`config.mk`:
```
export PLATFORM = sky130hd
export DESIGN_NAME = vga_timing_gen
export DESIGN_NICKNAME = d
export VERILOG_FILES = /design/src/rtl/vga_timing_pkg.sv /design/src/rtl/vga_axis_counter.sv /design/src/rtl/vga_timing_gen.sv
export SDC_FILE = /design/constraint.sdc
export NUM_CORES = 1
export LEC_CHECK = 0
export CORE_MARGIN = 3
export CORE_UTILIZATION = 45
export CTS_CLUSTER_DIAMETER = 100
export DETAILED_ROUTE_END_ITERATION = 10
export PLACE_DENSITY_LB_ADDON = 0.08
export SLEW_MARGIN = 20
export SYNTH_ARGS = -nofsm -noshare
export SYNTH_HDL_FRONTEND = slang
export SYNTH_SLANG_ARGS = --single-unit
```
`constraint.sdc`:
```
create_clock -name i_clk -period 3.2 [get_ports i_clk]
set_clock_uncertainty 0.05 [all_clocks]
set_input_delay 0.32 -clock i_clk [delete_from_list [all_inputs] [get_ports i_clk]]
set_output_delay 0.32 -clock i_clk [all_outputs]
set_load 0.03 [all_outputs]
```
`src/rtl/vga_timing_pkg.sv`:
```
// Shared SVGA 800x600 timing constants, scan-phase type and coordinate types
// for the VGA raster timing generator and its axis counters.
package vga_timing_pkg;

  localparam int SVGA_H_VISIBLE = 800;
  localparam int SVGA_H_FP      = 56;
  localparam int SVGA_H_SYNC    = 120;
  localparam int SVGA_H_BP      = 64;
  localparam int SVGA_V_VISIBLE = 600;
  localparam int SVGA_V_FP      = 37;
  localparam int SVGA_V_SYNC    = 6;
  localparam int SVGA_V_BP      = 23;

  // Length of one axis period (pixels per line or lines per frame).
  function automatic int axis_total(input int vis, input int fp, input int sync, input int bp);
    return vis + fp + sync + bp;
  endfunction

  localparam int SVGA_H_TOTAL = axis_total(SVGA_H_VISIBLE, SVGA_H_FP, SVGA_H_SYNC, SVGA_H_BP);
  localparam int SVGA_V_TOTAL = axis_total(SVGA_V_VISIBLE, SVGA_V_FP, SVGA_V_SYNC, SVGA_V_BP);

  typedef enum logic [1:0] {PH_ACTIVE, PH_FRONT, PH_SYNC, PH_BACK} scan_phase_t;

  typedef logic [10:0] h_coord_t;
  typedef logic [9:0]  v_coord_t;

endpackage

```
`src/rtl/vga_axis_counter.sv`:
```
// One raster axis: position counter plus ACTIVE/FRONT/SYNC/BACK phase FSM.
// Count, phase, sync and visible are registered together so they never skew.
// wrap is combinational: high in the advance cycle that takes count back to 0.
module vga_axis_counter
  import vga_timing_pkg::*;
#(
  parameter int   CW      = 11,
  parameter int   VISIBLE = 800,
  parameter int   FP      = 56,
  parameter int   SYNC    = 120,
  parameter int   BP      = 64,
  parameter logic POL     = 1'b1
) (
  input  logic          i_clk,
  input  logic          i_rst,
  input  logic          i_adv,
  output logic [CW-1:0] count,
  output scan_phase_t   phase,
  output logic          sync,
  output logic          visible,
  output logic          wrap
);

  localparam int TOTAL = axis_total(VISIBLE, FP, SYNC, BP);

  localparam logic [CW-1:0] LAST       = CW'(TOTAL - 1);
  localparam logic [CW-1:0] FP_START   = CW'(VISIBLE);
  localparam logic [CW-1:0] SYNC_START = CW'(VISIBLE + FP);
  localparam logic [CW-1:0] BP_START   = CW'(VISIBLE + FP + SYNC);

  logic [CW-1:0] count_nxt;
  scan_phase_t   phase_nxt;

  assign wrap = i_adv && (count == LAST);

  // Next position and next phase; phase steps when the new count crosses a boundary.
  always_comb begin
    count_nxt = count;
    phase_nxt = phase;
    if (i_adv) begin
      count_nxt = (count == LAST) ? '0 : count + CW'(1);
      case (phase)
        PH_ACTIVE: if (count_nxt == FP_START)   phase_nxt = PH_FRONT;
        PH_FRONT:  if (count_nxt == SYNC_START) phase_nxt = PH_SYNC;
        PH_SYNC:   if (count_nxt == BP_START)   phase_nxt = PH_BACK;
        PH_BACK:   if (count_nxt == '0)         phase_nxt = PH_ACTIVE;
        default:   phase_nxt = PH_BACK;
      endcase
    end
  end

  // Register count, phase and the decoded sync/visible flags from the next state.
  always_ff @(posedge i_clk or posedge i_rst) begin
    if (i_rst) begin
      count   <= LAST;
      phase   <= PH_BACK;
      sync    <= ~POL;
      visible <= 1'b0;
    end else begin
      count   <= count_nxt;
      phase   <= phase_nxt;
      sync    <= (phase_nxt == PH_SYNC) ? POL : ~POL;
      visible <= (phase_nxt == PH_ACTIVE);
    end
  end

endmodule

```
`src/rtl/vga_timing_gen.sv`:
```
// VGA raster timing generator: pixel strobe, beam coordinates, display enable,
// hsync/vsync and frame-start pulse. Default geometry is SVGA 800x600.
// Optional macro VGA_SYNC_DELAY_EN delays hsync, vsync and display enable by
// SYNC_DELAY pixel strobes to line up with pixel generators that register ROM reads.
//
// Handshake: there is no valid/ready pair; o_pix_stb is a one-clk qualifier and
// every coordinate/sync output is stable between strobes. i_en low freezes all state.
module vga_timing_gen
  import vga_timing_pkg::*;
#(
  parameter int   CLK_DIV    = 2,
  parameter int   H_VISIBLE  = SVGA_H_VISIBLE,
  parameter int   H_FP       = SVGA_H_FP,
  parameter int   H_SYNC     = SVGA_H_SYNC,
  parameter int   H_BP       = SVGA_H_BP,
  parameter int   V_VISIBLE  = SVGA_V_VISIBLE,
  parameter int   V_FP       = SVGA_V_FP,
  parameter int   V_SYNC     = SVGA_V_SYNC,
  parameter int   V_BP       = SVGA_V_BP,
  parameter logic H_SYNC_POL = 1'b1,
  parameter logic V_SYNC_POL = 1'b1,
  parameter int   SYNC_DELAY = 2
) (
  input  logic     i_clk,
  input  logic     i_rst,
  input  logic     i_en,
  output logic     o_pix_stb,
  output h_coord_t o_h_coord,
  output v_coord_t o_v_coord,
  output logic     o_disp_enbl,
  output logic     o_hsync,
  output logic     o_vsync,
  output logic     o_frame_start
);

  localparam int H_TOTAL = axis_total(H_VISIBLE, H_FP, H_SYNC, H_BP);
  localparam int V_TOTAL = axis_total(V_VISIBLE, V_FP, V_SYNC, V_BP);
  localparam int DIV_W   = (CLK_DIV > 1) ? $clog2(CLK_DIV) : 1;
  localparam logic [DIV_W-1:0] DIV_LAST = DIV_W'(CLK_DIV - 1);

  // Elaboration-time guards on the geometry and divider.
  if (H_TOTAL > 2048) begin : g_chk_h_total
    $error("H_TOTAL exceeds the 11-bit horizontal coordinate");
  end
  if (V_TOTAL > 1024) begin : g_chk_v_total
    $error("V_TOTAL exceeds the 10-bit vertical coordinate");
  end
  if (CLK_DIV < 1) begin : g_chk_div
    $error("CLK_DIV must be at least 1");
  end
  if (SYNC_DELAY < 1) begin : g_chk_dly
    $error("SYNC_DELAY must be at least 1");
  end

  logic [DIV_W-1:0] div_q;
  logic             pix_stb;
  h_coord_t         h_count;
  v_coord_t         v_count;
  scan_phase_t      h_phase;
  scan_phase_t      v_phase;
  logic             h_sync;
  logic             v_sync;
  logic             h_vis;
  logic             v_vis;
  logic             h_wrap;
  logic             v_wrap;
  logic             frame_q;
  logic             disp;

  // Strobe is masked by reset so it reads 0 in the reset state even when CLK_DIV=1.
  assign pix_stb = i_en && !i_rst && (div_q == DIV_LAST);

  // Pixel clock divider; holds its count while the scan is disabled.
  always_ff @(posedge i_clk or posedge i_rst) begin
    if (i_rst) begin
      div_q <= '0;
    end else if (i_en) begin
      div_q <= (div_q == DIV_LAST) ? '0 : div_q + DIV_W'(1);
    end
  end

  vga_axis_counter #(
    .CW(11), .VISIBLE(H_VISIBLE), .FP(H_FP), .SYNC(H_SYNC), .BP(H_BP), .POL(H_SYNC_POL)
  ) u_h_axis (
    .i_clk   (i_clk),
    .i_rst   (i_rst),
    .i_adv   (pix_stb),
    .count   (h_count),
    .phase   (h_phase),
    .sync    (h_sync),
    .visible (h_vis),
    .wrap    (h_wrap)
  );

  vga_axis_counter #(
    .CW(10), .VISIBLE(V_VISIBLE), .FP(V_FP), .SYNC(V_SYNC), .BP(V_BP), .POL(V_SYNC_POL)
  ) u_v_axis (
    .i_clk   (i_clk),
    .i_rst   (i_rst),
    .i_adv   (h_wrap),
    .count   (v_count),
    .phase   (v_phase),
    .sync    (v_sync),
    .visible (v_vis),
    .wrap    (v_wrap)
  );

  // Frame start is flagged in the same edge that moves the beam to (0,0).
  always_ff @(posedge i_clk or posedge i_rst) begin
    if (i_rst) begin
      frame_q <= 1'b0;
    end else begin
      frame_q <= v_wrap;
    end
  end

  // Visible flags and phases are two views of the same FSM state; keep them consistent.
  always @(posedge i_clk) begin
    if (!i_rst) begin
      assert ((h_vis == (h_phase == PH_ACTIVE)) && (v_vis == (v_phase == PH_ACTIVE)));
    end
  end

  assign disp          = h_vis && v_vis;
  assign o_pix_stb     = pix_stb;
  assign o_h_coord     = h_count;
  assign o_v_coord     = v_count;
  assign o_frame_start = frame_q && i_en;

`ifdef VGA_SYNC_DELAY_EN
  logic [SYNC_DELAY-1:0] hs_sr;
  logic [SYNC_DELAY-1:0] vs_sr;
  logic [SYNC_DELAY-1:0] de_sr;

  // Sync/enable delay line, advanced once per pixel strobe.
  always_ff @(posedge i_clk or posedge i_rst) begin
    if (i_rst) begin
      hs_sr <= {SYNC_DELAY{~H_SYNC_POL}};
      vs_sr <= {SYNC_DELAY{~V_SYNC_POL}};
      de_sr <= '0;
    end else if (pix_stb) begin
      hs_sr[0] <= h_sync;
      vs_sr[0] <= v_sync;
      de_sr[0] <= disp;
      for (int i = 1; i < SYNC_DELAY; i++) begin
        hs_sr[i] <= hs_sr[i-1];
        vs_sr[i] <= vs_sr[i-1];
        de_sr[i] <= de_sr[i-1];
      end
    end
  end

  assign o_hsync     = hs_sr[SYNC_DELAY-1];
  assign o_vsync     = vs_sr[SYNC_DELAY-1];
  assign o_disp_enbl = de_sr[SYNC_DELAY-1];
`else
  assign o_hsync     = h_sync;
  assign o_vsync     = v_sync;
  assign o_disp_enbl = disp;
`endif

endmodule
```
Yosys cells after proc, flatten, opt, wreduce, memory -nomap -nowiden
Cells that the tools add are included.
{ "word_totals": {"inputBits": 3, "regBits": 31} }
{ "op_classes": {"n_eq_ne": 16, "muxes": 17, "n_addsub": 3, "n_reduce_logical": 13} }
{ "op_table": {"columns": ["op", "count"], "rows": [
  ["$eq A10 B10 Y1 const B", 4],
  ["$eq A11 B10 Y1 const B", 3],
  ["$mux W2", 10],
  ["$pmux W2 S4", 2],
  ["$eq A2 B2 Y1 const B", 6],
  ["$add A11 B1 Y11 const B", 1],
  ["$eq A11 B11 Y1 const B", 1],
  ["$logic_not A11 Y1", 1],
  ["$mux W11", 1],
  ["$add A10 B1 Y10 const B", 1],
  ["$logic_not A10 Y1", 1],
  ["$mux W10", 1],
  ["$logic_not A2 Y1", 4],
  ["$logic_and A1 B1 Y1", 6],
  ["$eq A2 B1 Y1 const B", 2],
  ["$mux W1", 3],
  ["$add A1 B1 Y1 const B", 1],
  ["$logic_not A1 Y1", 1]
]} }

Longest topological paths before layout
{ "logic_depth": {"ltp_word": 8, "ltp_mapped": 8} }

Modules after synthesis
From an unflattened synthesis, not the netlist that was laid out.
{ "hier_totals": {"hier_cells": 259, "area_unflattened_um2": 2275.9} }
{ "modules_own_cells": {"columns": ["mod", "cells_per_inst", "instances", "area_per_inst_um2", "seq_area_each_um2"], "rows": [
  ["vga_axis_counter at u_h_axis", 132, 1, 1144.8, 384.1],
  ["vga_axis_counter at u_v_axis", 120, 1, 1046.0, 359.1],
  ["vga_timing_gen", 7, 1, 85.1, 50.0]
]} }

Least setup slack after synthesis
OpenSTA, ideal clock, no wires.
{ "synth_path": {"path_type": "register to register", "from": "register u_h_axis.count[0]", "to": "register u_h_axis.phase[0]", "setup_ns": 0.082, "path_stages_with_launch": 9, "setup_slack_ns": 0.694, "t_required_ns": 3.068, "t_arrival_ns": 2.374, "path_buffers": 1, "cell_sequence": "dfstp_2 > ha_1 > clkbuf_1 > nand4_1 > nor3_1 > nor4_2 > or4b_1 > o32ai_2 > nor2b_1"} }
{ "synth_via": {"elab_chain_cells": 6} }
{ "synth_lines": {"columns": ["item", "line_no", "rtl"], "rows": [
  ["start, declared", "vga_axis_counter.sv:17", "output logic [CW-1:0] count,"],
  ["start signal, assigned", "vga_axis_counter.sv:60", "count <= count_nxt;"],
  ["$add A11 B1 Y11 / $eq A11 B11 Y1 (equally long branches)", "vga_axis_counter.sv:41", "count_nxt = (count == LAST) ? '0 : count + CW'(1);"],
  ["$mux W11 (*)", "vga_axis_counter.sv:41", null],
  ["$eq A11 B10 Y1 (tied with other cells)", "vga_axis_counter.sv:45", "PH_SYNC: if (count_nxt == BP_START) phase_nxt = PH_BACK;"],
  ["$mux W2, on equally long branches", null, null],
  ["$pmux W2 S4 (*)", "vga_axis_counter.sv:42", "case (phase)"],
  ["$mux W2 (*)", "vga_axis_counter.sv:40", "if (i_adv) begin"],
  ["net u_h_axis.phase_nxt[0]", "vga_axis_counter.sv:32", "scan_phase_t phase_nxt;"],
  ["end signal, assigned", "vga_axis_counter.sv:61", "phase <= phase_nxt;"],
  ["end, declared", "vga_axis_counter.sv:18", "output scan_phase_t phase,"]
]} }
The timed path passes the listed nets; every way through them passes the cells marked *.
A chain may end at the register's enable or synchronous reset.

Worst setup path in the final report
{ "layout_path": {"from": "register u_v_axis.count[2]", "to": "register u_v_axis.visible"} }
{ "layout_via": {"elab_chain_cells": 7} }
{ "layout_lines": {"columns": ["item", "line_no", "rtl"], "rows": [
  ["start, declared", "vga_axis_counter.sv:17", null],
  ["start signal, assigned", "vga_axis_counter.sv:60", null],
  ["$add A10 B1 Y10 / $eq A10 B10 Y1 (equally long branches)", "vga_axis_counter.sv:41", null],
  ["$mux W10 (*)", "vga_axis_counter.sv:41", null],
  ["$eq A10 B10 Y1 (tied with other cells)", "vga_axis_counter.sv:45", null],
  ["$mux W2, on equally long branches", null, null],
  ["$pmux W2 S4 (*)", "vga_axis_counter.sv:42", null],
  ["$mux W2 (*)", "vga_axis_counter.sv:40", null],
  ["$logic_not A2 Y1 (*)", "vga_axis_counter.sv:63", "visible <= (phase_nxt == PH_ACTIVE);"],
  ["end signal, assigned", "vga_axis_counter.sv:63", null],
  ["end, declared", "vga_axis_counter.sv:20", "output logic visible,"]
]} }
Mark *: on every way between the ends. The rest lies on a longest branch, timed or not.

==> results.py <==
metrics = {
    "detailed_routing": {
        "wire_per_inst_um": 16.6,
        "routed_wl_mm": 6.03,
        "via_count": 2186,
        "drt-initial-drc-count": 192,
        "firstDrtPassIters": 5,
        "drc": 0,
        "postRouteAntennaNets": 0,
        "via_per_inst": 6.01,
    },
    "critical_path": {
        "cp_data_arrival_time_ns": 2.72,
        "reg2reg_depth": 6,
        "rrSetupSlack_ns": 0.59,
        "start_kind": "register",
        "required_ns": 3.31,
        "worstReg2RegEnd": "u_v_axis.visible",
        "reg2reg_from": "u_v_axis.count[2]",
        "worst-path-max-fanout": 13,
        "end_kind": "register",
        "crit_type": "reg2reg",
    },
    "clock_tree": {
        "cts_setup_buffers": 0,
        "cts_tree": "built",
        "root_buffer": "clkbuf_8",
        "cts_sinks": 31,
        "path_clk_slew_ns": 0.08,
        "cts-resized-gates": 0,
        "insertion_delay_ns": 0.29,
        "cts-buffers-inserted": 5,
        "hold_buffers": 0,
        "htreeDepth": 2,
        "clock_path_buffers": 2,
    },
    "final_layout": {
        "num_antenna_cells": 0,
        "final_util": 0.569,
        "nets": 303,
        "drive_gt1_frac": 0.138,
        "syn_to_final_growth_pct": 18.4,
        "fillCellCount": 462,
    },
    "run": {
        "max_cap_viol_count": 0,
    },
    "floorplanning": {
        "coreArea_mm2": 0.00488,
        "io_pins": 29,
        "die_w_um": 78.2,
        "initial_core_util": 0.481,
        "dieArea_mm2": 0.00611,
        "die-height_um": 78.2,
        "row_count": 25,
    },
    "synth": {
        "synth_edf_count": 0,
        "synth_area_mm2": 0.00234,
        "netlist_top_cells_count": "nand2_1 (23), nor2_1 (23), dfrtp_1 (17)",
        "ys.flop_type": "dfrtp_1",
        "synthesis.nets": 284,
        "synth_area_leader_cell": "dfrtp_1",
        "synthArstFlopShare": 1.00,
        "synth.top_cell.area_share": 0.181,
        "synth_cells": 277,
        "ys_top_cells_by_area": "dfrtp_1 (18%), dfstp_2 (16%), xor2_1 (3.7%), nand2_1 (3.7%), nor2_1 (3.7%)",
        "syn_avg_cell_area_um2": 8.46,
        "ys_seq_area_frac": 0.338,
        "ys_ff_latch": 31,
        "ys.warnings.count": 0,
        "synth_cell_types": 66,
    },
    "grt": {
        "grt_max_degree": 32,
        "antenna_found_initial": 0,
        "grt_pass1_wl_mm": 10.2,
        "grt_usage": 0.209,
        "overflow": 0,
        "grt_pass1_vias": 2022,
    },
    "sta": {
        "period_share": 0.815,
        "max_freq_mhz": 383,
        "drv_slew": 0,
        "relSlewSlack": 0.588,
        "setup_tns_ns": 0,
        "finalHoldViolCount": 0,
        "worst_slew_pin_slew_ns": 0.610,
        "rsz0062_at_grt": "no",
        "finalSetupViolations": 0,
        "fin_crit_ns": 2.61,
    },
    "place": {
        "portBuffers": 28,
        "gp_congestion": 0.965,
        "hpwl_mm": 4.32,
    },
    "pwr": {
        "switching_share": 0.323,
        "power_leakage_nw": 1.04,
        "p_per_area_mw_per_mm2": 424,
        "p_clk_frac": 0.350,
        "peakVddDrop_v": 0.000252,
        "intPower_w": 0.000797,
        "p_switching_w": 0.000380,
        "pwr-share-comb": 0.224,
        "p_seq_frac": 0.427,
    },
    "outcome": {
        "status": "completed",
    },
    "worst_hold_path": {
        "hp-class": "in2async",
    },
}
-- flip-flops by register name (all words and copies together) (netlist names), 2 cells and up --
signal,cells
u_h_axis.phase,2
u_v_axis.count,10
u_v_axis.phase,2
u_h_axis.count,11
-- metrics by stage --
step / total power, W / hold WS (ns) / worst slack, ns / std cells / cell area (um^2)
final: 0.00118 / 0.393 / 0.591 / 364 / 2780
after global routing: 0.00124 / 0.443 / 0.347 / 364 / 2780
after CTS: 0.00119 / 0.398 / 0.592 / 364 / 2780
after detailed placement: 0.000771 / 0.410 / 0.577 / 356 / 2660
after global placement: 0.000770 / 0.404 / 0.581 / 356 / 2660
after floorplan: 0.000672 / 0.357 / 0.694 / 277 / 2340
-- routing by layer --
| metal | part of all wire | GRT usage | vias to the layer above |
|---|---|---|---|
| met5 | 0 | 0 | - |
| met4 | 0.0094 | 0.0717 | 0 |
| met3 | 0.075 | 0.0413 | 5 |
| met2 | 0.43 | 0.301 | 92 |
| met1 | 0.48 | 0.313 | 1041 |
| li1 | - | - | 1048 |
-- power groups by stage --
stage | Clock (W) | Combinational [W] | Sequential [W]
2_1_floorplan | 0 | 0.000150 | 0.000522
3_3_place_gp | 0 | 0.000266 | 0.000505
3_5_place_dp | 0 | 0.000264 | 0.000507
4_1_cts | 0.000424 | 0.000265 | 0.000500
5_1_grt | 0.000440 | 0.000285 | 0.000513
6_report | 0.000412 | 0.000263 | 0.000502
-- critical path, cell delays in order, from the launching register on --
cell       delay, ns
dfrtp_1         0.62
nand4_1         0.39
nor2_1          0.32
o21ai_0         0.13
a2111oi_0       0.58
nor3_1          0.09
a311o_1         0.29
-- cells in the final DEF (no fill, tap or decap), drive strengths merged, types with 10 or more instances in the layout --
cell,instances
dfrtp,17
inv,10
xor2,10
clkdlybuf4s50,28
o21ai,21
nand3,12
dfstp,14
nor2,24
nand2,23
-- worst max path at each step --
stage,slack [ns],depth (start not counted),to,from
after global routing,0.35,6,u_v_axis.visible,u_v_axis.count[2]
final,0.59,6,u_v_axis.visible,u_v_axis.count[2]
after CTS,0.59,4,o_pix_stb,i_en
after detailed placement,0.58,5,u_v_axis.visible,i_en
after floorplan,0.69,8,u_h_axis.phase[0],u_h_axis.count[0]
after global placement,0.58,5,u_v_axis.visible,i_en
-- cell families after synthesis --
group	count (synthesis)	synth area share
flip-flops	31	0.338
adder cells (fa/ha/maj)	4	0.0213
XOR/XNOR	16	0.0598
AND/OR/NAND/NOR	130	0.324
AO/OA/AOI/OAI	61	0.186
buffers and inverters	32	0.0571
multiplexers	3	0.0128
-- area by class of cell --
cell class                      count  area (um^2)  share of cell area
Inverter                           10         37.5              0.0135
Tap cell                           67         83.8              0.0302
Clock inverter                      2         35.0              0.0126
Sequential cell                    31          793               0.286
Clock buffer                        6         82.6              0.0298
Timing Repair Buffer               34          325               0.117
Multi-Input combinational cell    214         1420               0.511
Note: power is estimated with default switching activity, not from simulation.
